===== config.mk =====
export PLATFORM = sky130hd
export DESIGN_NAME = peripheral_bcd2bin
export DESIGN_NICKNAME = d
export VERILOG_FILES = /design/src/rtl/peripheral_bcd2bin.sv
export SDC_FILE = /design/constraint.sdc
export NUM_CORES = 1
export LEC_CHECK = 0
export ABC_AREA = 0
export CORE_MARGIN = 2
export CORE_UTILIZATION = 57
export CTS_BUF_LIST = sky130_fd_sc_hd__clkbuf_8
export CTS_CLUSTER_SIZE = 24
export DETAILED_ROUTE_END_ITERATION = 16
export MAX_ROUTING_LAYER = met4
export PLACE_DENSITY = 0.95
export SYNTH_ARGS = -nofsm -noshare
export SYNTH_HDL_FRONTEND = slang
export SYNTH_SLANG_ARGS = --single-unit

===== constraint.sdc =====
create_clock -name clk -period 2.7 [get_ports clk]
set_input_delay 0.27 -clock clk [delete_from_list [all_inputs] [get_ports clk]]
set_output_delay 0.27 -clock clk [all_outputs]
set_load 0.02 [all_outputs]

===== src/rtl/peripheral_bcd2bin.sv =====
`default_nettype none
// ============================================================================
// Module      : peripheral_bcd2bin
// Description : Memory-mapped BCD-to-binary converter for the calculator SoC.
//               Software writes four packed BCD digits to DATA_IN. The block
//               converts them with a reverse double-dabble, one shift per
//               clock over 14 iterations, into a 14-bit binary value. The CPU
//               polls STATUS and then reads RESULT.
//
// Ports       : clk    - system clock
//               reset  - asynchronous, active-high reset
//               d_in   - write data {thousands, hundreds, tens, units}
//               cs     - peripheral select; rd/wr are ignored while low
//               addr   - register offset (00 DATA_IN, 04 STATUS, 08 RESULT)
//               rd     - read strobe
//               wr     - write strobe
//               d_out  - registered read data
//
// Register map: 5'h00 DATA_IN (W) : [15:0] packed BCD operand
//               5'h04 STATUS  (R) : {29'd0, error, done, busy}
//               5'h08 RESULT  (R) : {18'd0, result}; the read clears done
//               other offsets     : read as zero, writes ignored
//
// Revision    : 1.0 - initial release
// ============================================================================
module peripheral_bcd2bin (
    input  logic        clk,
    input  logic        reset,
    input  logic [15:0] d_in,
    input  logic        cs,
    input  logic [4:0]  addr,
    input  logic        rd,
    input  logic        wr,
    output logic [31:0] d_out
);

    // ------------------------------------------------------------------------
    // Constants
    // ------------------------------------------------------------------------
    localparam int          C_DIGITS      = 4;
    localparam int          C_BIN_W       = 14;
    localparam int          C_SR_W        = 4 * C_DIGITS + C_BIN_W;
    localparam logic [4:0]  C_ADDR_DATA   = 5'h00;
    localparam logic [4:0]  C_ADDR_STATUS = 5'h04;
    localparam logic [4:0]  C_ADDR_RESULT = 5'h08;
    // cnt counts completed iterations; 13 marks the 14th and final shift.
    localparam logic [3:0]  C_LAST_ITER   = 4'd13;

    typedef enum logic [0:0] {
        ST_IDLE  = 1'b0,
        ST_SHIFT = 1'b1
    } state_t;

    // ------------------------------------------------------------------------
    // State
    // ------------------------------------------------------------------------
    state_t                r_state;
    logic [C_SR_W-1:0]     r_sr;       // {bcd[15:0], bin[13:0]}
    logic [3:0]            r_cnt;
    logic [C_BIN_W-1:0]    r_result;
    logic                  r_busy;
    logic                  r_done;
    logic                  r_error;
    logic [31:0]           r_d_out;

    // ------------------------------------------------------------------------
    // Combinational helpers
    // ------------------------------------------------------------------------
    logic [C_SR_W-1:0]     w_shifted;
    logic [C_SR_W-1:0]     w_next_sr;
    logic [C_DIGITS-1:0]   w_nib_ok;
    logic                  w_all_ok;
    logic                  w_wr_accept;
    logic                  w_rd_access;
    logic                  w_rd_result;
    logic                  w_last_iter;
    logic [31:0]           w_rd_data;

    assign w_shifted = r_sr >> 1;

    // The binary field is simply the shifted-in bits.
    assign w_next_sr[C_BIN_W-1:0] = w_shifted[C_BIN_W-1:0];

    // After the right shift, a BCD digit of 8 or more means a ten from the
    // digit above landed in its MSB as an 8; subtracting 3 corrects 8 to 5,
    // i.e. half of ten, which is what the shift should have produced.
    genvar gi;
    generate
        for (gi = 0; gi < C_DIGITS; gi = gi + 1) begin : g_digit_adjust
            logic [3:0] w_dig;
            assign w_dig = w_shifted[C_BIN_W + 4*gi +: 4];
            assign w_next_sr[C_BIN_W + 4*gi +: 4] = w_dig[3] ? (w_dig - 4'd3) : w_dig;
        end
    endgenerate

    // Operand validity: every nibble must be a decimal digit.
    generate
        for (gi = 0; gi < C_DIGITS; gi = gi + 1) begin : g_digit_check
            assign w_nib_ok[gi] = (d_in[4*gi +: 4] <= 4'd9);
        end
    endgenerate

    assign w_all_ok    = &w_nib_ok;
    // busy is only ever set in ST_SHIFT, so a write while busy is dropped here.
    assign w_wr_accept = cs & wr & (addr == C_ADDR_DATA) & ~r_busy;
    assign w_rd_access = cs & rd;
    assign w_rd_result = w_rd_access & (addr == C_ADDR_RESULT);
    assign w_last_iter = (r_state == ST_SHIFT) && (r_cnt == C_LAST_ITER);

    // Read mux samples the registers before the edge, so a RESULT read on the
    // completing edge returns the previous result.
    always_comb begin
        w_rd_data = 32'd0;
        case (addr)
            C_ADDR_STATUS: w_rd_data = {29'd0, r_error, r_done, r_busy};
            C_ADDR_RESULT: w_rd_data = {{(32-C_BIN_W){1'b0}}, r_result};
            default:       w_rd_data = 32'd0;
        endcase
    end

    // ------------------------------------------------------------------------
    // Control FSM, datapath and bus read register
    // ------------------------------------------------------------------------
    always_ff @(posedge clk or posedge reset) begin
        if (reset) begin
            r_state  <= ST_IDLE;
            r_sr     <= '0;
            r_cnt    <= 4'd0;
            r_result <= '0;
            r_busy   <= 1'b0;
            r_done   <= 1'b0;
            r_error  <= 1'b0;
            r_d_out  <= 32'd0;
        end else begin
            if (w_rd_access) begin
                r_d_out <= w_rd_data;
            end

            // Clear first; any set of done below in this block takes priority.
            if (w_rd_result) begin
                r_done <= 1'b0;
            end

            case (r_state)
                ST_IDLE: begin
                    if (w_wr_accept) begin
                        if (w_all_ok) begin
                            r_sr    <= {d_in, {C_BIN_W{1'b0}}};
                            r_cnt   <= 4'd0;
                            r_busy  <= 1'b1;
                            r_done  <= 1'b0;
                            r_error <= 1'b0;
                            r_state <= ST_SHIFT;
                        end else begin
                            r_error  <= 1'b1;
                            r_done   <= 1'b1;
                            r_result <= '0;
                        end
                    end
                end

                ST_SHIFT: begin
                    r_sr  <= w_next_sr;
                    r_cnt <= r_cnt + 4'd1;
                    if (w_last_iter) begin
                        // BCD field is all zero by now; the binary field holds
                        // the full value (max 9999 fits in 14 bits).
                        r_result <= w_next_sr[C_BIN_W-1:0];
                        r_busy   <= 1'b0;
                        r_done   <= 1'b1;
                        r_state  <= ST_IDLE;
                    end
                end

                default: begin
                    r_state <= ST_IDLE;
                end
            endcase
        end
    end

    assign d_out = r_d_out;

endmodule
`default_nettype wire

# [Yosys cells after proc, flatten, opt, wreduce, memory -nomap -nowiden]
# Index checks and enable logic that the tools add are counted.
[totals] reg_bits=84 mem_bits_ro=0 latch_bits=0 memories=0 out_inout_bits=32 inputBits=26 mem_bits_rw=0
[classes] multipliers=0 reduce_logical=7 n_shift=0 add_sub_neg=4 muxes=27 eq_ne=7 n_div=0 n_lt_le_gt_ge=4 n_bitwise=7
[op_table] operator="$mux W30" n=2
[op_table] operator="$pmux W30 S2" n=1
[op_table] operator="$pmux W14 S2" n=2
[op_table] operator="$mux W14" n=3
[op_table] operator="$mux W4" n=5
[op_table] operator="$le A4 B4 Y1 const B" n=4
[op_table] operator="$sub A4 B2 Y4 const B" n=3
[op_table] operator="$mux W1" n=10
[op_table] operator="$pmux W4 S2" n=1
[op_table] operator="$ne A2 B2 Y1 const B" n=3
[op_table] operator="$pmux W1 S2" n=3
[op_table] operator="$reduce_and A3 Y1" n=2
[op_table] operator="$and A1 B1 Y1" n=5
[op_table] operator="$eq A5 B3 Y1 const B" n=1
[op_table] operator="$eq A5 B4 Y1 const B" n=1
[op_table] operator="$logic_not A5 Y1" n=1
[op_table] operator="$add A4 B1 Y4 const B" n=1
[op_table] operator="$eq A4 B4 Y1 const B" n=1
[op_table] operator="$reduce_and A2 Y1" n=2
[op_table] operator="$reduce_and A4 Y1" n=1
[op_table] operator="$ne A2 B1 Y1 const B" n=1
[op_table] operator="$not A1 Y1" n=2
[op_table] operator="$logic_and A1 B1 Y1" n=1

# [Logic depth before layout (Yosys ltp)]
[logic_depth] depth_word=5 ltp_mapped=7 depth_no_buf=5

# [Worst setup path after synthesis]
# Ideal clock, no wire load.
[synth_path] kind="input port to flip-flop" start="input addr[1]" end="register r_sr[17]" stages=5 arrival_time_ps=1829 path_buffers=1 path_slack_ps=730 setup_time_ps=141 cell_sequence="or4_4 > or4_1 > buf_2 > nor3_4 > a221oi_1"
[synth_via] elab_chain_cells=5
[synth_lines] element="start: declaration" line="31" text="input logic [4:0] addr,"
[synth_lines] element="$logic_not A5 Y1" line="105" text="assign w_wr_accept = cs & wr & (addr == C_ADDR_DATA) & ~r_busy;"
[synth_lines] element="$and A1 B1 Y1 (2 in a row)" line="105"
[synth_lines] element="$ne A2 B2 Y1 (no source line)"
[synth_lines] element="$reduce_and A2 Y1 (no source line)"
[synth_lines] element="end signal: assignment" line="148" text="r_sr <= {d_in, {C_BIN_W{1'b0}}};"
[synth_lines] element="end signal: assignment" line="163" text="r_sr <= w_next_sr;"
[synth_lines] element="end: declaration" line="58" text="logic [C_SR_W-1:0] r_sr;"
# Every way passes these cells.
# A chain may end at the register's enable or synchronous reset.

# [Final worst setup path]
[layout_path] start="input addr[1]" end="register r_sr[14]"
# The elaborated chain is that of the path after synthesis.

==> PnR_summary.wiki <==
{| class="wikitable"
! Metric !! Value
|-
| CTS root buffer || sky130_fd_sc_hd__clkbuf_8
|-
| Async SR Flop Fraction || between 90% and 100%
|-
| Router iterations before antenna repair || 4
|-
| Pin count of the biggest net entering global routing || 37
|-
| Initial drt markers || ~180
|-
| Ant diodes || 0
|-
| Die Area || 0.005756 mm²
|-
| Average vias per placed instance || about 5.8
|-
| Leakage dissipation || ~0.0017 µW
|-
| Pre-CTS setup slack || ~0.15 ns
|-
| Final setup slack of the worst path || 0.4168 ns
|-
| Highest net fanout along the worst path || 10
|-
| Total number of vias || approximately 2.1k
|-
| Delay contributed by the slowest stage of the critical path || around 0.57 ns
|-
| Placer's final routability congestion estimate || approximately 0.88
|-
| Final Skew || 0.01192 ns
|-
| Run status || finished, final reports clean
|-
| Flops & latches, synth || 65
|-
| Total CTS buffers || 9
|-
| Primary FF master, synth || sky130_fd_sc_hd__dfrtp_1
|-
| Leading cell type in the layout, fill and taps excluded || sky130_fd_sc_hd__dfrtp_1
|-
| Total power || 1986 µW
|-
| Register clock-pin slew on the reported worst setup and hold paths || approximately 0.08 ns
|-
| Total standard cell area after synthesis || 0.002944 mm²
|-
| Critical path required time || between 2 and 3 ns
|-
| Global route total overflow || 0
|-
| Worst supply voltage drop on vdd || between 200 and 300 µV
|-
| Max H-tree Level || 3
|-
| Die outline height || between 70 and 80 µm
|-
| Reg power frac || 50.5%
|-
| Sequential share of the synthesized area || a little under three fifths
|-
| Setup TNS after final layout || 0 ns
|-
| Path type of the worst setup path || input port to flip-flop
|-
| Final setup violation count || 0
|-
| Antenna violations before repair || 0
|-
| Quantity of hold-fixing buffers added after cts || 0
|-
| Critical Path AT || about 2.5 ns
|-
| Critical R2R Launch || r_busy
|-
| Number of post-CTS setup repair buffers || 0
|-
| Final Slew Violations || 0
|-
| DRC errors left || 0
|-
| Relative contribution of combinational cells to total power || under 10%
|-
| Synth Area per Inst || between 10 and 15 µm²
|-
| Final antenna-violating net count || 0
|-
| Layout filler cell count || 342
|-
| Max transition margin || between 50 and 60%
|-
| # rows || 26
|-
| Area of the multi-input gates || roughly 0.0012 mm²
|-
| Count of buffers from port buffering || 39
|-
| Achievable Freq || about 440 MHz
|-
| Cell family with the largest share of critical-path delay || simple AND/OR/NAND/NOR gates
|-
| Gate count after technology mapping || ~250
|-
| NetSw || 499.3 µW
|-
| CP endpoint kind || flip-flop
|-
| Switching part of the total || about 25%
|-
| TritonCTS clock tree || built
|-
| Highest-count cells in the layout ignoring fill and taps || sky130_fd_sc_hd__dfrtp_1, sky130_fd_sc_hd__a22o_1, sky130_fd_sc_hd__clkdlybuf4s50_1
|-
| Number of global-route vias before repair || 2073
|-
| Final clock period utilization by the worst path || between 80 and 90%
|-
| Count of max-cap constraint violations || 0
|-
| Finished Layout Cells || 373
|-
| Synth-to-layout area growth || 22.31%
|-
| Classification of the worst-slack hold path || input port to async pin
|-
| Count of different cell masters after synthesis || 36
|-
| Startpoint class of the critical path || input port
|-
| Warnings from Yosys || 0
|-
| Count of flip-flops with a built-in enable after synthesis || 0
|-
| Half-perimeter wire length after detailed placement || about 4200 µm
|-
| Max Buffers Root-to-Sink || 2
|-
| Clock latency at the later pin of the worst-skew pair || roughly 0.35 ns
|-
| Cell internal pwr || 1487 µW
|-
| Final critical path time including I/O delays and setup || roughly 2.3 ns
|-
| Core Util, Final || 71.41%
|-
| Top-Level Pins || between 50 and 60
|-
| Worst-margin pin slew || about 0.63 ns
|-
| RSZ-0062 raised after global routing || false
|-
| Drt wl/cell || about 17 µm
|-
| CP Depth || 5
|-
| Core area || approximately 0.005 mm²
|-
| Post-placement cell count || between 300 and 400
|-
| Wire length of the first global-routing pass || 10030 µm
|-
| Cell type of the slowest stage on the worst timing path || sky130_fd_sc_hd__or4_4
|-
| Final Routed Wirelength || 6174 µm
|-
| Num Clock Sinks || 65
|-
| Cell-by-cell trace of the critical path || clkdlybuf4s50_1, or4_4, nor4b_2, nand2_1, mux2_2
|-
| Endpoint of the worst-slack reg-to-reg timing path || r_sr[14]
|-
| Initial cell density of the core || 58.39%
|-
| Overall fraction of global-route tracks in use || roughly a quarter
|-
| Sequential cell area || ~0.0016 mm²
|-
| Final hold violation count || 0
|-
| Fin nets || roughly 330
|-
| Worst setup slack for register-to-register paths || roughly 0.8 ns
|-
| Number of gates resized after CTS || 0
|-
| Part of the total power dissipated in the clock network || a little over two fifths
|-
| Number of cells on the worst reg-to-reg path || 4
|-
| Die Wd || 75.87 µm
|-
| PwrDens || between 500 and 600 mW/mm²
|-
| Worst path bufs/invs || 1
|-
| Share of final-layout standard cells stronger than drive strength 1 || around 13%
|}
[synthesized netlist by cell type, types with 3 or more instances]
master                      n  area (µm²)
sky130_fd_sc_hd__dfrtp_1   65        1627
sky130_fd_sc_hd__a21oi_1   12       60.06
sky130_fd_sc_hd__xnor2_1    6       52.55
sky130_fd_sc_hd__ha_1       5       62.56
sky130_fd_sc_hd__nor2_1    13       48.80
sky130_fd_sc_hd__inv_1     11       41.29
sky130_fd_sc_hd__clkbuf_1   8       30.03
sky130_fd_sc_hd__mux2i_1    4       40.04
sky130_fd_sc_hd__a222oi_1   3       30.03
sky130_fd_sc_hd__a221o_1    3       30.03
sky130_fd_sc_hd__nor2b_1    8       50.05
sky130_fd_sc_hd__a31oi_1    3       18.77
sky130_fd_sc_hd__buf_4     18       135.1
sky130_fd_sc_hd__buf_1      3       11.26
sky130_fd_sc_hd__a22o_1    40       350.3
sky130_fd_sc_hd__nand2_1   10       37.54
sky130_fd_sc_hd__o21ai_0    7       35.03
sky130_fd_sc_hd__nand4_1    3       18.77
sky130_fd_sc_hd__mux2_2     7       78.83
[per-layer routing]
metal  global-route usage (%)  up-vias  share of wire [%]
li1                         -      983                  -
met1                    31.33     1080                 41
met2                    39.08       76                 53
met3                    7.407        8                5.2
met4                    6.433        0               0.89
met5                        -        -                  0
[cells by family after synthesis]
kind of cell,count (synthesis),synth area share (%)
AO/OA/AOI/OAI,74,19.46
XOR/XNOR,8,2.380
adder cells (fa/ha/maj),5,2.125
buffers and inverters,42,7.735
flip-flops,65,55.25
multiplexers,11,4.038
other,1,0.1274
AND/OR/NAND/NOR,46,8.883
[flip-flops by register name (all words and copies together), names as in the netlist]
| register | count |
|---|---|
| r_sr | 29 |
| r_cnt | 4 |
| d_out | 14 |
| r_error | 1 |
| r_done | 1 |
| r_result | 14 |
| r_busy | 1 |
| r_state | 1 |
[cell type report]
cell class	count	share of cell area (%)
well taps	70	2.432
clock inverters	7	2.154
flip-flops and latches	65	45.17
inverters	11	1.147
multi-input cells	162	32.04
clock buffers	9	3.440
repair buffers	49	13.62
[worst max path at each step]
stage	from	end	slack, ns
floorplan	addr[1]	r_sr[17]	0.73
global placement	addr[1]	r_sr[17]	0.19
detailed placement	addr[1]	r_sr[17]	0.15
CTS	addr[1]	r_sr[14]	0.43
global route	addr[0]	r_sr[22]	0.35
finish	addr[1]	r_sr[14]	0.42
[power groups by stage]
| stage | clock network, µW | logic, µW | registers (µW) |
|---|---|---|---|
| global placement | 0 | 142 | 1020 |
| finish | 838 | 145 | 1000 |
| global route | 896 | 163 | 1000 |
| floorplan | 0 | 103 | 1020 |
| CTS | 847 | 146 | 1000 |
| detailed placement | 0 | 146 | 1020 |
[worst register-to-register path, cell delays in order, from the launching register on]
cell and delay [ns]:
sky130_fd_sc_hd__dfrtp_1 0.43, sky130_fd_sc_hd__nor2_1 0.14, sky130_fd_sc_hd__nor4b_2 0.41, sky130_fd_sc_hd__nand2_1 0.39, sky130_fd_sc_hd__mux2_2 0.38
[metrics by stage]
stage	instance area [µm²]	hold WS, ns
final	3601	0.3289
after global routing	3601	0.3837
after global placement	3400	0.4823
after floorplan	3008	0.4099
after detailed placement	3400	0.4841
after CTS	3601	0.3516
(Power assumes the default switching activity.)
